--- config.mk ---
export PLATFORM = sky130hd
export DESIGN_NAME = rr_grant_sched
export DESIGN_NICKNAME = d
export VERILOG_FILES = /design/src/rtl/rr_grant_sched_pkg.sv /design/src/rtl/onehot_dec3to8.sv /design/src/rtl/rr_grant_sched.sv
export SDC_FILE = /design/constraint.sdc
export NUM_CORES = 1
export LEC_CHECK = 0
export CORE_ASPECT_RATIO = 1.25
export CORE_MARGIN = 3
export CORE_UTILIZATION = 45
export DETAILED_ROUTE_END_ITERATION = 6
export PLACE_DENSITY_LB_ADDON = 0.05
export SLEW_MARGIN = 20
export SYNTH_ARGS = -nofsm -noshare
export SYNTH_HDL_FRONTEND = slang
export SYNTH_SLANG_ARGS = --single-unit
--- constraint.sdc ---
create_clock -name clk -period 5.65 [get_ports clk]
set_clock_uncertainty 0.2 [all_clocks]
set_input_delay 1.13 -clock clk [delete_from_list [all_inputs] [get_ports clk]]
set_output_delay 1.13 -clock clk [all_outputs]
set_load 0.1 [all_outputs]
--- src/rtl/rr_grant_sched_pkg.sv ---
`default_nettype none
// +--------------------------------------------------------------------+
// | Package : rr_grant_sched_pkg                                       |
// | Purpose : Shared constants and FSM state type for the round-robin  |
// |           grant scheduler and its one-hot decoder.                 |
// | Contents: NREQ (requester count), IDW (index width),               |
// |           MAX_HOLD_DEFAULT, state_t                                |
// | Revision: 1.0 - initial release                                    |
// +--------------------------------------------------------------------+
package rr_grant_sched_pkg;

  localparam int NREQ             = 8;
  localparam int IDW              = 3;
  localparam int MAX_HOLD_DEFAULT = 16;

  typedef enum logic [1:0] {
    ST_IDLE  = 2'd0,
    ST_GRANT = 2'd1,
    ST_GAP   = 2'd2
  } state_t;

endpackage
`default_nettype wire

--- src/rtl/onehot_dec3to8.sv ---
`default_nettype none
// +--------------------------------------------------------------------+
// | Module  : onehot_dec3to8                                           |
// | Purpose : 3-to-8 one-hot decoder with enable; all-zero when the    |
// |           enable is low.                                           |
// | Ports   : idx    in  [IDW-1:0]  binary index                       |
// |           en     in  1          decode enable                      |
// |           onehot out [NREQ-1:0] one-hot result                     |
// | Revision: 1.0 - initial release                                    |
// +--------------------------------------------------------------------+
module onehot_dec3to8
  import rr_grant_sched_pkg::*;
(
  input  logic [IDW-1:0]  idx,
  input  logic            en,
  output logic [NREQ-1:0] onehot
);

  generate
    for (genvar i = 0; i < NREQ; i++) begin : g_bit
      assign onehot[i] = en && (idx == IDW'(i));
    end
  endgenerate

endmodule
`default_nettype wire

--- src/rtl/rr_grant_sched.sv ---
`default_nettype none
// +--------------------------------------------------------------------+
// | Module  : rr_grant_sched                                           |
// | Purpose : 8-way round-robin grant scheduler with a bounded hold    |
// |           time, one-cycle GAP between grants and timeout pulse.    |
// | Ports   : clk           in  1  rising-edge clock                   |
// |           rst_n         in  1  asynchronous active-low reset       |
// |           en            in  1  global enable (low revokes grant)   |
// |           req           in  8  level requests, bit i = requester i |
// |           release_pulse in  1  current grantee ends its grant      |
// |           grant         out 8  one-hot grant, zero when idle       |
// |           grant_id      out 3  index of grantee, 0 when idle       |
// |           grant_valid   out 1  high while a grant is held          |
// |           timeout       out 1  pulse: grant ended by hold limit    |
// | Revision: 1.0 - initial release                                    |
// +--------------------------------------------------------------------+
module rr_grant_sched
  import rr_grant_sched_pkg::*;
#(
  parameter int MAX_HOLD = MAX_HOLD_DEFAULT
) (
  input  logic            clk,
  input  logic            rst_n,
  input  logic            en,
  input  logic [NREQ-1:0] req,
  input  logic            release_pulse,
  output logic [NREQ-1:0] grant,
  output logic [IDW-1:0]  grant_id,
  output logic            grant_valid,
  output logic            timeout
);

  // Counter value on the last permitted grant cycle.
  localparam logic [7:0] C_CNT_LIMIT = 8'(MAX_HOLD - 1);

  state_t          r_state,   w_state_nxt;
  logic [IDW-1:0]  r_ptr,     w_ptr_nxt;
  logic [7:0]      r_cnt,     w_cnt_nxt;
  logic [IDW-1:0]  r_id,      w_id_nxt;
  logic            r_valid,   w_valid_nxt;
  logic            r_timeout, w_timeout_nxt;
  logic [NREQ-1:0] r_grant,   w_grant_nxt;

  logic            w_rr_found;
  logic [IDW-1:0]  w_rr_idx;
  logic            w_end_other;
  logic            w_at_limit;

  // Round-robin search: indices ptr+1 .. ptr+8 (mod 8); the 3-bit add
  // wraps naturally, and k = 8 revisits ptr itself last.
  always_comb begin
    w_rr_found = 1'b0;
    w_rr_idx   = '0;
    for (int k = 1; k <= NREQ; k++) begin
      if (!w_rr_found && req[r_ptr + IDW'(k)]) begin
        w_rr_found = 1'b1;
        w_rr_idx   = r_ptr + IDW'(k);
      end
    end
  end

  // Any exit cause other than the hold limit; these suppress timeout.
  assign w_end_other = release_pulse || !req[r_id] || !en;
  assign w_at_limit  = (r_cnt == C_CNT_LIMIT);

  always_comb begin
    w_state_nxt   = r_state;
    w_ptr_nxt     = r_ptr;
    w_cnt_nxt     = r_cnt;
    w_id_nxt      = r_id;
    w_valid_nxt   = r_valid;
    w_timeout_nxt = 1'b0;
    case (r_state)
      ST_IDLE: begin
        if (en && w_rr_found) begin
          w_state_nxt = ST_GRANT;
          w_ptr_nxt   = w_rr_idx;
          w_id_nxt    = w_rr_idx;
          w_valid_nxt = 1'b1;
          w_cnt_nxt   = '0;
        end
      end
      ST_GRANT: begin
        if (w_end_other || w_at_limit) begin
          w_state_nxt   = ST_GAP;
          w_id_nxt      = '0;
          w_valid_nxt   = 1'b0;
          w_cnt_nxt     = '0;
          w_timeout_nxt = w_at_limit && !w_end_other;
        end else begin
          w_cnt_nxt = r_cnt + 8'd1;
        end
      end
      ST_GAP: begin
        w_state_nxt = ST_IDLE;
      end
      default: begin
        w_state_nxt = ST_IDLE;
        w_id_nxt    = '0;
        w_valid_nxt = 1'b0;
        w_cnt_nxt   = '0;
      end
    endcase
  end

  // Decode the next grantee so the one-hot grant comes straight from a flop.
  onehot_dec3to8 u_dec (
    .idx    (w_id_nxt),
    .en     (w_valid_nxt),
    .onehot (w_grant_nxt)
  );

  always_ff @(posedge clk or negedge rst_n) begin
    if (!rst_n) begin
      r_state   <= ST_IDLE;
      r_ptr     <= '1;          // requester 0 searched first after reset
      r_cnt     <= '0;
      r_id      <= '0;
      r_valid   <= 1'b0;
      r_timeout <= 1'b0;
      r_grant   <= '0;
    end else begin
      r_state   <= w_state_nxt;
      r_ptr     <= w_ptr_nxt;
      r_cnt     <= w_cnt_nxt;
      r_id      <= w_id_nxt;
      r_valid   <= w_valid_nxt;
      r_timeout <= w_timeout_nxt;
      r_grant   <= w_grant_nxt;
    end
  end

  assign grant       = r_grant;
  assign grant_id    = r_id;
  assign grant_valid = r_valid;
  assign timeout     = r_timeout;

endmodule
`default_nettype wire

Word-level counts from Yosys, hierarchy flattened --
Index checks and enable logic that the tools add are counted. W data, S select, Z words.
Storage, ports and cells: output and inout bits 13, bits in registers 26, input bits 12
Cells by class: equality and inequality tests 12, magnitude comparators 9, multiplexer cells 48, add/subtract/negate cells 8, reductions and logical operators 35, bitwise operators 1
Operators by type and width (number):
- $lt A3 B4 Y1 const B | 9
- $mux W3 | 10
- $bmux W1 S3 | 9
- $pmux W8 S3 | 1
- $mux W1 | 21
- $logic_and A1 B1 Y1 | 17
- $mux W8 | 2
- $add A3 B3 Y3 const B | 4
- $eq A3 B3 Y1 const B | 4
- $logic_not A1 Y1 | 10
- $pmux W3 S3 | 1
- $add A8 B1 Y8 const B | 1
- $eq A8 B4 Y1 const B | 1
- $add A3 B2 Y3 const B | 2
- $eq A3 B2 Y1 const B | 2
- $reduce_and A2 Y1 | 3
- $mux W2 | 2
- $ne A2 B2 Y1 const B | 2
- $pmux W2 S2 | 1
- $add A3 B1 Y3 const B | 1
- $eq A3 B1 Y1 const B | 1
- $logic_not A3 Y1 | 1
- $logic_or A1 B1 Y1 | 3
- $pmux W1 S3 | 1
- 4 further kinds | 4

Longest topological paths before layout --
Gate-level depths: netlist of the first run.
word-level depth 30, mapped depth 14

Cells and area by module --
A second synthesis of the first run with hierarchy kept.
Unflattened totals: cell total of the unflattened synthesis 220, area total of the unflattened synthesis 2252.2 um^2
Modules (own cells, without submodules):
- rr_grant_sched | area an instance 2155.8 um^2, instances 1, cells each 212, seq. area each 654.4 um^2
- onehot_dec3to8 | area an instance 96.3 um^2, instances 1, cells each 8, seq. area each 0.0 um^2

Worst setup path before layout of the first run --
Ideal clock, no wire load.
kind register to register, start register r_ptr[1], end register r_grant[3] (netlist: grant[3]), stages on the path, launching flop included 14, arrival time 3.542 ns, data required time 5.330 ns, buffers on the path 3, setup slack 1.788 ns, cell sequence dfstp_2 buf_4 buf_1 inv_1 ha_1 buf_2 mux4_2 or2_0 a311o_4 o31ai_4 nand3_1 o21ai_2 nand2b_1 and3b_1
Between the ends: cells in the longest elaborated chain, start to end 30
Ends and longest elaborated chain:
- start: declaration | RTL line rr_grant_sched.sv:37 | logic [IDW-1:0] r_ptr, w_ptr_nxt;
- start signal: assignment | RTL line rr_grant_sched.sv:124 | r_ptr <= w_ptr_nxt;
- $add A3 B1 Y3 | RTL line rr_grant_sched.sv:55, rr_grant_sched.sv:57
- $bmux W1 S3 | RTL line rr_grant_sched.sv:55 | if (!w_rr_found && req[r_ptr + IDW'(k)]) begin
- $mux W1 (implied by the code) | RTL line rr_grant_sched.sv:55
- $mux W1 | RTL line rr_grant_sched.sv:55
- $logic_not A1 Y1 | RTL line rr_grant_sched.sv:55
- $logic_and A1 B1 Y1 | RTL line rr_grant_sched.sv:55
- $mux W1 | RTL line rr_grant_sched.sv:55
- $logic_not A1 Y1 | RTL line rr_grant_sched.sv:55
- (+16 left out)
- $mux W1 | RTL line rr_grant_sched.sv:55
- $logic_and A1 B1 Y1 | RTL line rr_grant_sched.sv:75 | if (en && w_rr_found) begin
- $mux W3 * | RTL line rr_grant_sched.sv:75
- $pmux W3 S3 * | RTL line rr_grant_sched.sv:73 | case (r_state)
- named net u_dec.idx[2] | RTL line onehot_dec3to8.sv:14 | input logic [IDW-1:0] idx,
- $eq A3 B2 Y1 * | RTL line onehot_dec3to8.sv:21 | assign onehot[i] = en && (idx == IDW'(i));
- $logic_and A1 B1 Y1 * | RTL line onehot_dec3to8.sv:21
- named net u_dec.onehot[3] | RTL line onehot_dec3to8.sv:16 | output logic [NREQ-1:0] onehot
- end signal: assignment | RTL line rr_grant_sched.sv:129 | r_grant <= w_grant_nxt;
- end: declaration | RTL line rr_grant_sched.sv:42 | logic [NREQ-1:0] r_grant, w_grant_nxt;
The timed path passes the listed nets; every way through them passes the cells marked *. The select of a mux whose other input is x is not followed. A chain may end at the register's enable or synchronous reset.

Worst setup path after layout of the first run --
start register r_ptr[1], end register r_grant[2] (netlist: grant[2])
Between the ends: cells in the longest elaborated chain, start to end 30
Ends and longest elaborated chain (RTL line):
- $add A3 B1 Y3 | rr_grant_sched.sv:55, rr_grant_sched.sv:57
- $bmux W1 S3 | rr_grant_sched.sv:55
- $mux W1 (implied by the code) | rr_grant_sched.sv:55
- $mux W1 | rr_grant_sched.sv:55
- $logic_not A1 Y1 | rr_grant_sched.sv:55
- $logic_and A1 B1 Y1 | rr_grant_sched.sv:55
- $mux W1 | rr_grant_sched.sv:55
- $logic_not A1 Y1 | rr_grant_sched.sv:55
- (+15 left out)
- $logic_and A1 B1 Y1 | rr_grant_sched.sv:55
- $mux W1 | rr_grant_sched.sv:55
- $logic_and A1 B1 Y1 | rr_grant_sched.sv:75
- $mux W3 | rr_grant_sched.sv:75
- $pmux W3 S3 | rr_grant_sched.sv:73
- $eq A3 B2 Y1 | onehot_dec3to8.sv:21
- $logic_and A1 B1 Y1 * | onehot_dec3to8.sv:21
- named net u_dec.onehot[2] | onehot_dec3to8.sv:16
Marks and branches as above.

==> run metrics, run 1 <==
outcome finished, final reports clean; post-synth top area cell sky130_fd_sc_hd__dfrtp_1; Distinct cells, synth 64; post_cts resized 0; number of standard-cell rows in the floorplan 27; nets in the synthesized netlist 227; layout cell share with drive strength beyond 1 15.1%; class of the worst hold path flop to flop; initial antenna violation count 0; Async S/R FF share, synth 100%; final setup violation count 0; Clock transition at path regs 0.08 ns; Critical Path Source Type flop; root cell of the clock tree sky130_fd_sc_hd__clkbuf_8; max-cap check violation count 0; sum of negative setup slack 0 ns; final count of hold timing violations 0; Die X-Extent 67.3 µm; multiplexer area fraction after synthesis 19.3%; DP Worst Slack 1.25 ns; Critical Path End Type flop; setup slack on the worst flop-to-flop path 1.39 ns; fraction of post-synthesis cell area in the top cell type by area 27.3%; TritonCTS clock tree built; worst setup path endpoint grant[2]$_DFF_PN0_; Critical Path Start r_ptr[1]$_DFFE_PN1P_; Setup Buffers After CTS 0; overall overflow remaining after global route 0; dominant cells by area after synthesis sky130_fd_sc_hd__dfrtp_1 27%, sky130_fd_sc_hd__mux4_2 11%, sky130_fd_sc_hd__mux2i_1 5.2%; largest fanout on the critical path 21; ys flop type sky130_fd_sc_hd__dfrtp_1; WP data required 5.64 ns; routed wirelength normalized by instance count 17.5 µm; number of global-route vias before repair 1736; measured slew at the worst slew-check pin 0.982 ns; Critical R2R Launch r_ptr[1]$_DFFE_PN1P_; number of hold buffers added after cts 0; Worst R2R Path Depth 10; area share of and/or/nand/nor cells after synthesis 22.1%; GPL Wtd Cong 0.873; count of pins over their slew limit 0; Die Height 82.6 µm; number of nets in the finished design 248; Post-Synth Adder-Cell Area 1.78%; count of routing violations after the opening detailed-route iteration 81; RSZ-0062 raised after global routing false; Top Ports 25; area of the mapped netlist 0.00211 mm²; antenna viol nets, final 0; xor and xnor area share after synthesis 4.15%; pin count of the biggest net entering global routing 27; Vias/cell 6.10; Layout area overhead 14.8%; post-detailed-routing wire length 5080 µm; Max clock buf depth 2; Post-Synthesis Mean Instance Area 9.96 µm²; Max transition margin 34.3%; Seq cells post-synth 26; Detail Placement HPWL 3950 µm; dominant combinational cell family by area after synthesis simple AND/OR/NAND/NOR gates; number of input and output port buffers inserted 24; Num Clock Sinks 26; final critical-path required period 4.26 ns; Arr. time, crit path 4.25 ns; number of detailed-routing iterations run before antenna repair 4; TritonCTS Buffers 3; synthesized-area fraction occupied by ao, oa, aoi and oai cells 17.5%; All-Layer GR Usage 19.9%; achievable frequency 234 MHz; effective utilization at floorplan 47.4%; n_diodes 0; cell with the most instances after synthesis sky130_fd_sc_hd__dfrtp_1; later-pin clock latency in the skew report 0.27 ns; Post-route DRC 0; sequential cell area fraction in the yosys report 31.0%; yosys synthesis warning count 0; CTS H-tree lvls 1; Setup Crit Path Kind flop to flop; minimum setup slack in the final design 1.39 ns; top cells by instance count after synthesis 23 x sky130_fd_sc_hd__dfrtp_1, 21 x sky130_fd_sc_hd__nor2_1, 19 x sky130_fd_sc_hd__nand2_1; FF-to-FF End grant[2]$_DFF_PN0_; number of enable flip-flop cells after synthesis 0; Die Area 0.00556 mm²; via count 1768; Cells after Synth 212; global-route wire length before repair 8370 µm; total core area 0.00446 mm²; post-route clock period utilization 75.5%
## layout make-up
type	count	area (µm²)
fill	413	2030
multi-input combinational	170	1370
sequential	26	654
timing repair buffer	25	248
tap	58	72.6
clock buffer	4	55.1
inverter	7	26.3
## state kept, by name, summed over array words and instances, names as in the netlist
signal       flops
grant            8
grant_id         3
grant_valid      1
r_cnt            8
r_ptr            3
r_state          2
timeout          1
## worst min path at each step
stage                                    start                   end  depth (start not counted)  slack, ns
after global placement    r_cnt[0]$_DFFE_PN0P_  r_cnt[0]$_DFFE_PN0P_                          1       0.29
final                     r_cnt[0]$_DFFE_PN0P_  r_cnt[0]$_DFFE_PN0P_                          1       0.31
after detailed placement  r_cnt[0]$_DFFE_PN0P_  r_cnt[0]$_DFFE_PN0P_                          1       0.29
after global routing      r_cnt[0]$_DFFE_PN0P_  r_cnt[0]$_DFFE_PN0P_                          1       0.34
after CTS                 r_cnt[0]$_DFFE_PN0P_  r_cnt[0]$_DFFE_PN0P_                          1       0.31
after floorplan           r_cnt[0]$_DFFE_PN0P_  r_cnt[0]$_DFFE_PN0P_                          1       0.27
## cells by family (layout without fill, tap and decap cells)
logic type	count (synthesis)	in the layout
muxes	27	27
adders and majority gates	3	3
AOI/OAI and AO/OA	46	46
buffers and inverters	16	36
xor gates and xnor gates	10	10
and+or+nand+nor	84	84
DFF	26	26
## through the flow
step	std cells	area (µm²)	hold slack [ns]	utilization, %
floorplan	212	2110	0.272	-
global placement	286	2370	0.285	53.1
detailed placement	286	2370	0.295	53.1
CTS	290	2420	0.306	54.4
global route	290	2420	0.344	54.4
finish	290	2420	0.306	54.4
## layer usage
layer | GRT usage, % | vias up | part of all wire, %
li1 | - | 845 | -
met1 | 23.7 | 872 | 40
met2 | 35.3 | 36 | 54
met3 | 1.76 | 15 | 2.2
met4 | 10.1 | 0 | 3.9
met5 | 0 | - | 0
## worst max-delay path, stage by stage (launching register included)
cell	delay (ns)
sky130_fd_sc_hd__dfstp_2	0.83
sky130_fd_sc_hd__inv_1	0.14
sky130_fd_sc_hd__ha_1	0.60
sky130_fd_sc_hd__mux4_2	0.68
sky130_fd_sc_hd__mux2i_1	0.22
sky130_fd_sc_hd__a21boi_0	0.12
sky130_fd_sc_hd__a311oi_1	0.28
sky130_fd_sc_hd__a2111oi_0	0.11
sky130_fd_sc_hd__o211ai_1	0.29
sky130_fd_sc_hd__a32o_1	0.45
sky130_fd_sc_hd__nor3b_2	0.25
## placed cells by master (no fill, tap or decap), drive strengths merged, types with 4 or more instances in the layout
cell type and n:
clkdlybuf4s50 24, nand2 20, a21oi 4, nand3 7
mux2i 11, and3 4, a22oi 4, xor2 8
nor3 5, o21ai 4, nor3b 4, mux4 10
nand4 4, o211ai 6, nand2b 4, dfrtp 23
mux2 6, clkbuf 4, nor2 21, inv 6
Power of run 1 is not shown: default switching activity piles up to over one toggle a cycle in this logic, so the estimate is an artifact.
==> run 2: changes to the inputs <==
- clock period: 5.65 -> 3.7 ns (I/O delays scaled with it)
==> run metrics, run 2 (same netlist as run 1, synthesis figures left out) <==
later-pin clock latency in the skew report 0.27 ns (about the same); via count 1925 (+8.9%); final setup violation count 0 (unchanged); Detail Placement HPWL 4530 µm (+15%); Die Area 0.00556 mm² (unchanged); Max transition margin 35.2% (+0.83 points); Top Ports 25 (unchanged); Layout area overhead 29.1%; pin count of the biggest net entering global routing 27 (unchanged); count of routing violations after the opening detailed-route iteration 136 (+68%); Die Height 82.6 µm (unchanged); effective utilization at floorplan 47.4% (unchanged); area of the multi-input gates 0.00137 mm² (about the same); CTS H-tree lvls 1 (unchanged); TritonCTS clock tree built; Arr. time, crit path 3.52 ns (-0.73 ns); total core area 0.00446 mm² (unchanged); minimum setup slack in the final design 0.145 ns (-1.24 ns); TritonCTS Buffers 3 (unchanged); Post-route DRC 0 (unchanged); leading cell types in the layout, fill and taps excluded 43 x sky130_fd_sc_hd__buf_4, 23 x sky130_fd_sc_hd__dfrtp_1, 21 x sky130_fd_sc_hd__nor2_1, 21 x sky130_fd_sc_hd__clkdlybuf4s50_1, 19 x sky130_fd_sc_hd__nand2_1; number of global-route vias before repair 1955 (+13%); routed wirelength normalized by instance count 17.3 µm (-1.3%); WP data required 3.66 ns (-1.98 ns); Post-Route Hold Slack 0.328 ns (+0.0222 ns); initial antenna violation count 0 (unchanged); DP Worst Slack -0.170 ns (-1.42 ns); RSZ-0062 raised after global routing false; number of standard-cell rows in the floorplan 27 (unchanged); sum of negative setup slack 0 ns (unchanged); layout cell share with drive strength beyond 1 28.8% (+14 points); number of detailed-routing iterations run before antenna repair 4 (unchanged); Max clock buf depth 2 (unchanged); final critical-path required period 3.56 ns; achievable frequency 281 MHz; n_diodes 0 (unchanged); measured slew at the worst slew-check pin 0.969 ns (-0.0124 ns); max-cap check violation count 0 (unchanged); class of the worst hold path flop to flop; overall overflow remaining after global route 0 (unchanged); most common cell after layout, fill and taps aside sky130_fd_sc_hd__buf_4; largest fanout on the critical path 9 (-57%); number of hold buffers added after cts 0 (unchanged); final count of hold timing violations 0 (unchanged); Critical Path Source Type input pin; post-route clock period utilization 96.1%; global-route wire length before repair 9270 µm (+11%); count of pins over their slew limit 0 (unchanged); antenna viol nets, final 0 (unchanged); Critical Path End Type flop; root cell of the clock tree sky130_fd_sc_hd__clkbuf_8; outcome finished, final reports clean; post-detailed-routing wire length 5690 µm (+12%); number of input and output port buffers inserted 24 (unchanged); Setup Crit Path Kind input pin to flop; register cell area after layout 654 µm² (unchanged); Num Clock Sinks 26 (unchanged); Clock transition at path regs 0.09 ns (about the same); layout filler cell count 396 (-4.1%); number of nets in the finished design 287 (+16%); All-Layer GR Usage 22.0% (+2.1 points); Die X-Extent 67.3 µm (unchanged); GPL Wtd Cong 0.941 (+7.8%); Vias/cell 5.85 (-4.0%)
run 2: changes by cell type in the layout (fill, tap and decap cells not counted):
cell / change
sky130_fd_sc_hd__bufinv_16: +1
sky130_fd_sc_hd__clkdlybuf4s50_1: -3
sky130_fd_sc_hd__buf_4: +42
sky130_fd_sc_hd__clkbuf_8: -1
sky130_fd_sc_hd__a21o_1: -1
sky130_fd_sc_hd__a21o_2: +1
run 2: worst paths after layout:
path | startpoint | to | slack, ns | cells past startpoint
min in group asynchronous | rst_n | grant[1]$_DFF_PN0_ | 0.63 | 2
setup / recovery | req[5] | grant[7]$_DFF_PN0_ | 0.14 | 9
hold reg to reg | r_cnt[0]$_DFFE_PN0P_ | r_cnt[0]$_DFFE_PN0P_ | 0.33 | 1
setup reg to reg | r_ptr[0]$_DFFE_PN1P_ | grant[7]$_DFF_PN0_ | 0.19 | 11
max in group asynchronous | rst_n | r_ptr[2]$_DFFE_PN1P_ | 2.39 | 2
hold / removal | r_cnt[0]$_DFFE_PN0P_ | r_cnt[0]$_DFFE_PN0P_ | 0.33 | 1
run 2: metrics by stage:
step / util, % / cell area [µm²] / std cells
after floorplan: - / 2120 / 212
after global placement: 59.5 / 2660 / 325
after global routing: 61.2 / 2730 / 329
final: 61.2 / 2730 / 329
after CTS: 61.1 / 2730 / 329
after detailed placement: 59.5 / 2660 / 325
run 2: critical path, stage by stage:
cell and delay (ns):
sky130_fd_sc_hd__clkdlybuf4s50_1 0.49, sky130_fd_sc_hd__mux4_2 0.58, sky130_fd_sc_hd__mux2_4 0.31, sky130_fd_sc_hd__a311o_4 0.35, sky130_fd_sc_hd__nor3_1 0.28, sky130_fd_sc_hd__nor2_1 0.12, sky130_fd_sc_hd__and3_1 0.18, sky130_fd_sc_hd__a21o_2 0.26
sky130_fd_sc_hd__and3b_1 0.20
run 2: final cells by class:
type / count / share of cell area [%]
Multi-Input combinational cell: 170 / 50.2
Sequential cell: 26 / 24.0
Timing Repair Buffer: 64 / 19.5
Tap cell: 58 / 2.66
Clock buffer: 3 / 1.51
Clock inverter: 1 / 1.10
Inverter: 7 / 0.963
run 2: routing by layer:
layer  track usage [%]  wire length, µm  vias up
met1              25.5             2180      943
met2              40.2             3180       44
met5                 0                0        -
met4              11.4              210        0
li1                  -                -      922
met3              1.35              117       16
run 2: repair_timing:
item / in CTS / in global routing
resized for setup: 0 / 1
buffers inserted: 0 / 0
setup endpoints to repair: 0 / 4
Power of run 2 is left out for the same reason.
